--- src/rtl/game_pkg.sv ---
// Shared types and defaults for the game-flow controller.
package game_pkg;

  // Screen owned by the VGA pipeline; the encoding is also the mux select.
  typedef enum logic [1:0] {
    START = 2'd0,
    SHOOT = 2'd1,
    WIN   = 2'd2,
    LOSE  = 2'd3
  } game_state_t;

  localparam int DEF_WIN_GOALS  = 3;
  localparam int DEF_MAX_MISSES = 3;

  // Score counters are 3 bits wide and stop at their top value.
  localparam logic [2:0] SCORE_MAX = 3'd7;

  // Saturating increment for the score counters.
  function automatic logic [2:0] sat_inc(input logic [2:0] v);
    return (v == SCORE_MAX) ? v : v + 3'd1;
  endfunction

endpackage

--- src/rtl/screen_ctl_edge_det.sv ---
// Registered rising-edge detector: din is compared against its copy from
// the previous cycle, so rise is high for the single cycle din first reads 1.
module edge_det (
  input  logic clk,
  input  logic rst,
  input  logic din,
  output logic rise
);

  logic din_q;

  // Keep last cycle's sample of din.
  // NOTE: sequential state is always written with <=, so every register
  // samples the pre-edge values of its neighbours.
  always_ff @(posedge clk) begin
    if (rst) begin
      din_q <= 1'b0;
    end else begin
      din_q <= din;
    end
  end

  assign rise = din & ~din_q;

endmodule

--- src/rtl/screen_ctl.sv ---
// Game-flow controller. next_screen holds the decided screen and reacts to
// events at once; screen is what the VGA pipeline shows and only loads
// next_screen on a vblnk rising edge, so a frame never switches renderer.
module screen_ctl
  import game_pkg::*;
#(
  parameter int WIN_GOALS       = DEF_WIN_GOALS,
  parameter int MAX_MISSES      = DEF_MAX_MISSES,
  parameter int END_HOLD_FRAMES = 300
) (
  input  logic        clk,
  input  logic        rst,
  input  logic        vblnk,
  input  logic        start_btn,
  input  logic        goal,
  input  logic        miss,
  output game_state_t screen,
  output logic [2:0]  goals,
  output logic [2:0]  misses,
  output logic        frame_tick
);

  localparam int HOLD_W = $clog2(END_HOLD_FRAMES + 1);

  game_state_t       next_screen;
  game_state_t       next_screen_d;
  logic [2:0]        goals_d;
  logic [2:0]        misses_d;
  logic [HOLD_W-1:0] hold_cnt;
  logic [HOLD_W-1:0] hold_d;
  logic              vblnk_rise;
  logic              start_rise;
  logic              accept;
  logic              end_shown;

  edge_det u_vblnk_edge (
    .clk  (clk),
    .rst  (rst),
    .din  (vblnk),
    .rise (vblnk_rise)
  );

  edge_det u_start_edge (
    .clk  (clk),
    .rst  (rst),
    .din  (start_btn),
    .rise (start_rise)
  );

  // Decide the next screen, score and hold count from this cycle's events.
  always_comb begin
    // NOTE: every output of this block gets a default first, so no path
    // leaves a value unassigned and no latch is inferred.
    next_screen_d = next_screen;
    goals_d       = goals;
    misses_d      = misses;
    hold_d        = hold_cnt;
    // Score events count only while the match is both shown and undecided.
    accept        = (screen == SHOOT) && (next_screen == SHOOT);
    end_shown     = (screen == WIN) || (screen == LOSE);

    // A start press is honoured only once START is actually on screen and
    // no other decision is pending; it opens a new match with a clean score.
    if ((screen == START) && (next_screen == START) && start_rise) begin
      next_screen_d = SHOOT;
      goals_d       = '0;
      misses_d      = '0;
    end else if (accept && (goal || miss)) begin
      // A goal wins over a simultaneous miss.
      if (goal) begin
        goals_d = sat_inc(goals);
      end else begin
        misses_d = sat_inc(misses);
      end
      if (int'(goals_d) >= WIN_GOALS) begin
        next_screen_d = WIN;
      end else if (int'(misses_d) >= MAX_MISSES) begin
        next_screen_d = LOSE;
      end
    end

    // Count frame boundaries during which an end screen stays committed.
    // The boundary that first brings the end screen up is not counted, and
    // counting stops once the return to START has been decided.
    if (!end_shown) begin
      hold_d = '0;
    end else if (vblnk_rise && (next_screen == screen)) begin
      if (int'(hold_cnt) + 1 >= END_HOLD_FRAMES) begin
        hold_d        = '0;
        next_screen_d = START;
      end else begin
        hold_d = hold_cnt + 1'b1;
      end
    end
  end

  // Register the decision and commit it to the display on frame boundaries.
  // NOTE: reset is synchronous and overrides everything, so a reset mid-frame
  // returns to START without waiting for vblnk.
  always_ff @(posedge clk) begin
    if (rst) begin
      screen      <= START;
      next_screen <= START;
      goals       <= '0;
      misses      <= '0;
      frame_tick  <= 1'b0;
      hold_cnt    <= '0;
    end else begin
      frame_tick  <= vblnk_rise;
      if (vblnk_rise) begin
        screen <= next_screen;
      end
      next_screen <= next_screen_d;
      goals       <= goals_d;
      misses      <= misses_d;
      hold_cnt    <= hold_d;
    end
  end

endmodule

--- config.mk ---
export PLATFORM = sky130hd
export DESIGN_NAME = screen_ctl
export DESIGN_NICKNAME = d
export VERILOG_FILES = /design/src/rtl/game_pkg.sv /design/src/rtl/screen_ctl_edge_det.sv /design/src/rtl/screen_ctl.sv
export SDC_FILE = /design/constraint.sdc
export NUM_CORES = 1
export LEC_CHECK = 0
export BUFFER_PORTS_ARGS = -buffer_cell sky130_fd_sc_hd__buf_2
export CAP_MARGIN = 25
export CELL_PAD_IN_SITES_DETAIL_PLACEMENT = 0
export CELL_PAD_IN_SITES_GLOBAL_PLACEMENT = 1
export CORE_MARGIN = 2
export CORE_UTILIZATION = 43
export CTS_CLUSTER_DIAMETER = 200
export DETAILED_ROUTE_END_ITERATION = 6
export GPL_TIMING_DRIVEN = 0
export HOLD_SLACK_MARGIN = 0.02
export PLACE_DENSITY = 0.86
export SLEW_MARGIN = 25
export SYNTH_ARGS = -nofsm -noshare
export SYNTH_HDL_FRONTEND = slang
export SYNTH_SLANG_ARGS = --single-unit
--- constraint.sdc ---
create_clock -name clk -period 2.21 [get_ports clk]
set_clock_uncertainty 0.2 [all_clocks]
set_input_delay 0.442 -clock clk [delete_from_list [all_inputs] [get_ports clk]]
set_output_delay 0.442 -clock clk [all_outputs]
set_load 0.03 [all_outputs]
=== Word level (Yosys, flattened, before mapping) ===
Index checks and enable logic that the tools add are counted.

* Register bits: 22
* Input bits: 6
* Output and inout bits: 9
* Word-level logic and storage cells: 54

* Equal/unequal tests: 7
* Add/subtract/negate cells: 4
* Reductions and logical operators: 11
* Mux-type cells: 16
* $lt $le $gt $ge: 3
* Bitwise logic cells: 5

{| class="wikitable"
|+ Operators with widths
! kind !! count
|-
| 2-to-1 mux 3 bit || 8
|-
| 2-to-1 mux 2 bit || 7
|-
| adder 9 x 1 -> 10 bit (second input constant) || 1
|-
| greater-or-equal comparator 10 x 9 -> 1 bit (second input constant) || 1
|-
| adder 9 x 1 -> 9 bit (second input constant) || 1
|-
| 2-to-1 mux 9 bit || 1
|-
| adder 3 x 1 -> 3 bit (second input constant) || 2
|-
| equality test 3 bit (second input constant) || 2
|-
| greater-or-equal comparator 3 x 2 -> 1 bit (second input constant) || 2
|-
| logical AND 1 bit || 5
|-
| equality test 2 x 1 -> 1 bit (second input constant) || 2
|-
| equality test 2 bit (second input constant) || 2
|-
| logical NOT 2 bit || 2
|-
| OR reduction 2 bit || 2
|-
| inverter 1 bit || 3
|-
| bitwise AND 1 bit || 2
|-
| equality test 2 bit || 1
|-
| logical OR 1 bit || 2
|}

=== Logic depth before layout (Yosys ltp) ===
* Word-level depth: 13
* Gate-level depth with buffers: 7
* Gate-level depth less buffers: 7

=== Cells and area by module ===
Synthesis repeated with hierarchy kept, for this count alone.

* Cell total of the unflattened synthesis: 139
* Area total of the unflattened synthesis: 1227.4 µm²

{| class="wikitable"
|+ By module, submodules not included
! module !! cells an instance !! seq. area each (µm²) !! area an instance (µm²) !! instances
|-
| screen_ctl || 133 || 400.4 || 1132.3 || 1
|-
| edge_det || 3 || 20.0 || 47.5 || 2
|}

=== Worst setup path before layout ===
Ideal clock, no wire load.

* Kind: reg-to-reg
* Start: reg hold_cnt[0]
* End: reg next_screen[0]
* Path buffers: 0
* Clock period less this slack: 1.979 ns
* Arrival time: 1.691 ns
* Cell stages (with the launch flop): 8
* Slack: 0.231 ns
* Setup time: 0.088 ns
* Required time: 1.922 ns
* Cell sequence: dfxtp_1 > ha_1 > and3b_4 > a21oi_2 > o32ai_2 > o31ai_4 > nand2_4 > a311oi_2

* Cells in the longest elaborated chain, start to end: 5

{| class="wikitable"
|+ RTL lines
! element !! line !! source
|-
| start, declared || screen_ctl.sv:29 || <nowiki>logic [HOLD_W-1:0] hold_cnt;</nowiki>
|-
| start signal, assigned || screen_ctl.sv:116 || <nowiki>hold_cnt <= hold_d;</nowiki>
|-
| adder 9 x 1 -> 10 bit || screen_ctl.sv:88 || <nowiki>if (int'(hold_cnt) + 1 >= END_HOLD_FRAMES) begin</nowiki>
|-
| greater-or-equal comparator 10 x 9 -> 1 bit || screen_ctl.sv:88 ||
|-
| 2-to-1 mux 2 bit || screen_ctl.sv:88 ||
|-
| 2-to-1 mux 2 bit || screen_ctl.sv:87 || <nowiki>end else if (vblnk_rise && (next_screen == screen)) begin</nowiki>
|-
| 2-to-1 mux 2 bit || screen_ctl.sv:85 || <nowiki>if (!end_shown) begin</nowiki>
|-
| end signal, assigned || screen_ctl.sv:113 || <nowiki>next_screen <= next_screen_d;</nowiki>
|-
| end, declared || screen_ctl.sv:25 || <nowiki>game_state_t next_screen;</nowiki>
|}

No other way between the ends.
A chain may end at the register's enable or synchronous reset.

=== Worst setup path in the final report ===
* Start: reg hold_cnt[0]
* End: reg hold_cnt[3]

* Cells in the longest elaborated chain, start to end: 3
* Elaborated cells between the ends (all ways): 4
* Classes of those cells: 2 x add/sub; 1 x order compare; 1 x mux

{| class="wikitable"
|+ RTL lines
! element !! line
|-
| adder 9 x 1 -> 10 bit || screen_ctl.sv:88
|-
| greater-or-equal comparator 10 x 9 -> 1 bit || screen_ctl.sv:88
|-
| 2-to-1 mux 9 bit * || screen_ctl.sv:88
|}

Every way passes the cells marked *; elsewhere a longest branch is shown, timed or not.

==> tab_implementation.tex <==
\begin{tabular}{lr}
\hline
Metric & Value \\
\hline
\multicolumn{2}{l}{\textbf{Min path}} \\
\quad Worst min-delay path startpoint & start\_btn \\
\quad Worst hold path type & in2reg \\
\quad Worst hold stages & 2 \\
\quad Worst hold endpoint & u\_start\_edge.din\_q\$\_SDFF\_PP0\_ \\
\multicolumn{2}{l}{\textbf{Placed design}} \\
\quad Placed insts & 198 \\
\quad Post-place instance area & 1410 um2 \\
\quad DP Wirelength & 2.00 mm \\
\quad Total of buffers placed on input and output ports & 14 \\
\quad Worst setup timing slack at the placement stage & -0.0384 ns \\
\quad Placer's final routability congestion estimate & 0.828 \\
\multicolumn{2}{l}{\textbf{Final layout}} \\
\quad Final instance count without filler cells & 205 \\
\quad Filler cells & 265 \\
\quad Fin area & 1510 um2 \\
\quad Diode insertion count for antenna repair & 0 \\
\quad Final nets & 184 \\
\quad Most common cell after layout, fill and taps aside & sky130\_fd\_sc\_hd\_\_dfxtp\_1 \\
\quad Relative area change from synthesis to final layout & 16.6\% \\
\quad Top library cells by usage in the layout, fill and taps aside & sky130\_fd\_sc\_hd\_\_dfxtp\_1 (20), sky130\_fd\_sc\_hd\_\_nor2\_1 (17), sky130\_fd\_sc\_hd\_\_buf\_2 (15) \\
\quad Ratio of cells with drive above 1 in the final layout & 0.241 \\
\multicolumn{2}{l}{\textbf{Synth}} \\
\quad Number of synthesized flops with an enable pin & 0 \\
\quad Post-synthesis cell type count & 49 \\
\quad Count of warnings emitted by yosys & 0 \\
\quad Cell count after synthesis & 153 \\
\quad Register area share after synthesis & 0.340 \\
\quad Main flop type after synthesis & sky130\_fd\_sc\_hd\_\_dfxtp\_1 \\
\quad Cell area after synthesis & 1300 um2 \\
\quad Average size of a mapped cell & 8.47 um2 \\
\quad Post-synthesis net count & 162 \\
\quad Post-synthesis register bit count & 22 \\
\quad Async set or reset register ratio after synthesis & 0 \\
\multicolumn{2}{l}{\textbf{Detailed routing}} \\
\quad Number of detailed-route iterations in the first pass & 6 \\
\quad Via density per instance & 5.66 \\
\quad Routed via count & 1,161 \\
\quad Count of antenna-violating nets left after detailed routing & 0 \\
\quad Average routed wire per standard cell & 13.6 um \\
\quad Aggregate routed wire length & 2.78 mm \\
\quad Drt drc & 2 \\
\quad DR iter-0 viols & 45 \\
\multicolumn{2}{l}{\textbf{CTS}} \\
\quad Hold-fix buffer count after cts & 0 \\
\quad Number of H-tree branching levels & 1 \\
\quad Maximum root-to-sink buffer count & 2 \\
\quad CTS clk-pin slew, worst paths & 0.13 ns \\
\quad Clock network latency to the later pin of the worst-skew pair & 0.31 ns \\
\quad Root cell of the clock tree & sky130\_fd\_sc\_hd\_\_clkbuf\_4 \\
\quad CTS buffer count & 3 \\
\quad TritonCTS clock tree & done \\
\quad Num Clock Sinks & 22 \\
\multicolumn{2}{l}{\textbf{Floorplan}} \\
\quad Row cnt & 19 \\
\quad Starting Density & 0.462 \\
\quad Die Wd & 58.9 um \\
\quad Die area & 3470 um2 \\
\quad Num ports & 15 \\
\quad Floorplan core area & 2810 um2 \\
\quad Y dimension of the die & 58.9 um \\
\multicolumn{2}{l}{\textbf{Critical path}} \\
\quad Element type at the critical path start & register \\
\quad Element type at the critical path end & register \\
\quad Path depth of the worst reg2reg path & 8 \\
\quad Critical path peak fanout & 7 \\
\quad Reg-to-reg critical path endpoint & hold\_cnt[3]\$\_SDFFE\_PP0P\_ \\
\quad Required time at the endpoint of the critical path & 2.26 ns \\
\quad Reg-to-reg setup timing slack & 0.13 ns \\
\quad Crit path arrival time & 2.13 ns \\
\quad Worst setup path category & reg2reg \\
\quad Worst reg2reg startpoint & hold\_cnt[0]\$\_SDFFE\_PP0P\_ \\
\multicolumn{2}{l}{\textbf{GRT}} \\
\quad Via count of the first global-routing pass & 1,089 \\
\quad Initial antenna violation count & 0 \\
\quad Global-route usage over all layers & 0.174 \\
\quad Overflow left after global routing & 0 \\
\quad Largest net degree at the start of global routing & 14 \\
\quad First-pass GRT wire length & 4.71 mm \\
\multicolumn{2}{l}{\textbf{STA}} \\
\quad Setup TNS after final layout & 0 ns \\
\quad Post-route minimum period & 2.08 ns \\
\quad Setup repair after global routing missed its margin & no \\
\quad Final setup violation count & 0 \\
\quad Hold violation count in the final report & 0 \\
\quad Final max-slew violation count & 0 \\
\quad Fin crit share & 0.942 \\
\quad Maximum operating frequency & 480 MHz \\
\quad Worst slew slack as a fraction of its limit & 0.604 \\
\quad Setup slack of the critical path after layout & 0.128 ns \\
\quad Least-Margin Pin Slew & 0.589 ns \\
\multicolumn{2}{l}{\textbf{Pwr}} \\
\quad Leakage Power & 0.554 nW \\
\quad Total power after layout & 0.775 mW \\
\quad Max rail drop VDD & 255 uV \\
\quad Power per cell area & 513 nW/um2 \\
\multicolumn{2}{l}{\textbf{Flow run}} \\
\quad Number of violations of the max-capacitance limit & 0 \\
\multicolumn{2}{l}{\textbf{Run status}} \\
\quad Violations in the final reports & design-rule violations \\
\quad Result of the run & finished, violations left \\
\hline
\end{tabular}
==> synthesized netlist by cell type (2+ instances only) <==
library cell / number / area [um2]
sky130_fd_sc_hd__nand3_1: 10 / 50.1
sky130_fd_sc_hd__o211ai_1: 3 / 22.5
sky130_fd_sc_hd__xor2_1: 2 / 17.5
sky130_fd_sc_hd__ha_1: 3 / 37.5
sky130_fd_sc_hd__nor3_1: 5 / 25.0
sky130_fd_sc_hd__dfxtp_1: 22 / 440
sky130_fd_sc_hd__o21a_1: 2 / 15.0
sky130_fd_sc_hd__mux2i_1: 4 / 40.0
sky130_fd_sc_hd__o21ai_0: 3 / 15.0
sky130_fd_sc_hd__a31oi_1: 6 / 37.5
sky130_fd_sc_hd__nand2_1: 13 / 48.8
sky130_fd_sc_hd__nor2b_1: 6 / 37.5
sky130_fd_sc_hd__buf_6: 2 / 22.5
sky130_fd_sc_hd__nand3b_1: 3 / 22.5
sky130_fd_sc_hd__o21ai_1: 3 / 15.0
sky130_fd_sc_hd__inv_1: 3 / 11.3
sky130_fd_sc_hd__and3_1: 3 / 18.8
sky130_fd_sc_hd__a21oi_1: 7 / 35.0
sky130_fd_sc_hd__clkbuf_1: 2 / 7.51
sky130_fd_sc_hd__nor2_1: 17 / 63.8
sky130_fd_sc_hd__nor4_1: 2 / 12.5
sky130_fd_sc_hd__or3_1: 2 / 12.5
sky130_fd_sc_hd__xnor2_1: 3 / 26.3
sky130_fd_sc_hd__and2_1: 2 / 12.5
==> state kept, by name, summed over array words and instances, names as in the netlist <==
signal	cells
u_vblnk_edge.din_q	1
hold_cnt	9
frame_tick	1
misses	3
u_start_edge.din_q	1
next_screen	2
goals	3
screen	2
==> worst max-delay path by stage <==
| stage | from | to | slack (ns) | cells after the start |
|---|---|---|---|---|
| after floorplan | hold_cnt[0]$_SDFFE_PP0P_ | next_screen[0]$_SDFF_PP0_ | 0.23 | 7 |
| after global placement | hold_cnt[0]$_SDFFE_PP0P_ | hold_cnt[4]$_SDFFE_PP0P_ | -0.02 | 7 |
| after detailed placement | hold_cnt[0]$_SDFFE_PP0P_ | next_screen[0]$_SDFF_PP0_ | -0.04 | 6 |
| after CTS | hold_cnt[1]$_SDFFE_PP0P_ | next_screen[0]$_SDFF_PP0_ | 0.02 | 6 |
| after global routing | hold_cnt[0]$_SDFFE_PP0P_ | hold_cnt[3]$_SDFFE_PP0P_ | 0.00003 | 8 |
| final | hold_cnt[0]$_SDFFE_PP0P_ | hold_cnt[3]$_SDFFE_PP0P_ | 0.13 | 8 |
==> kinds of logic (layout without fill, tap and decap cells) <==
| group | after synthesis | after routing | share of synthesized area |
|---|---|---|---|
| mux | 4 | 4 | 0.0309 |
| fa+ha+maj | 3 | 3 | 0.0290 |
| flops | 22 | 22 | 0.340 |
| buf+inv | 11 | 32 | 0.0550 |
| simple gates | 73 | 73 | 0.298 |
| compound gates | 34 | 34 | 0.201 |
| xor+xnor | 6 | 6 | 0.0463 |
==> what timing repair did <==
action | CTS | global route
resized for setup | 3 | 5
setup buffers | 2 | 1
cloned | 0 | 0
endpoints found under the setup margin | 3 | 6
pin swaps | 1 | 3
==> power breakdown <==
| group | switching, mW | internal, mW | total (mW) |
|---|---|---|---|
| sequential | 0.00474 | 0.400 | 0.404 |
| clock | 0.132 | 0.183 | 0.315 |
| combinational | 0.0347 | 0.0205 | 0.0553 |
==> per-stage QoR <==
step	utilization	hold WS [ns]
after global placement	0.501	0.188
after floorplan	-	0.185
after global routing	0.539	0.155
after detailed placement	0.501	0.198
after CTS	0.530	0.152
final	0.539	0.157
==> worst max-delay path, stage by stage (launching register included) <==
cell,delay [ns]
sky130_fd_sc_hd__dfxtp_4,0.39
sky130_fd_sc_hd__ha_4,0.19
sky130_fd_sc_hd__and3b_4,0.18
sky130_fd_sc_hd__a21oi_2,0.11
sky130_fd_sc_hd__o32ai_2,0.13
sky130_fd_sc_hd__o31ai_4,0.40
sky130_fd_sc_hd__buf_4,0.19
sky130_fd_sc_hd__nand3_1,0.07
sky130_fd_sc_hd__a31oi_1,0.16
==> layout make-up <==
cell class	instances	area, um2	share of cell area
well taps	31	38.8	0.0257
flip-flops and latches	22	448	0.296
inverters	3	11.3	0.00745
repair buffers	17	92.6	0.0613
multi-input cells	120	808	0.535
clock buffers	3	22.5	0.0149
plain buffers	8	60.1	0.0397
clock inverters	1	30.0	0.0199
==> layer usage <==
metal  GRT usage  vias to the layer above  routed length, um
met5           0                        -                  0
li1            -                      593                  -
met2       0.290                       29               1290
met4      0.0682                        0                 24
met1       0.229                      535               1350
met3      0.0220                        4                117
(Power assumes the default switching activity.)
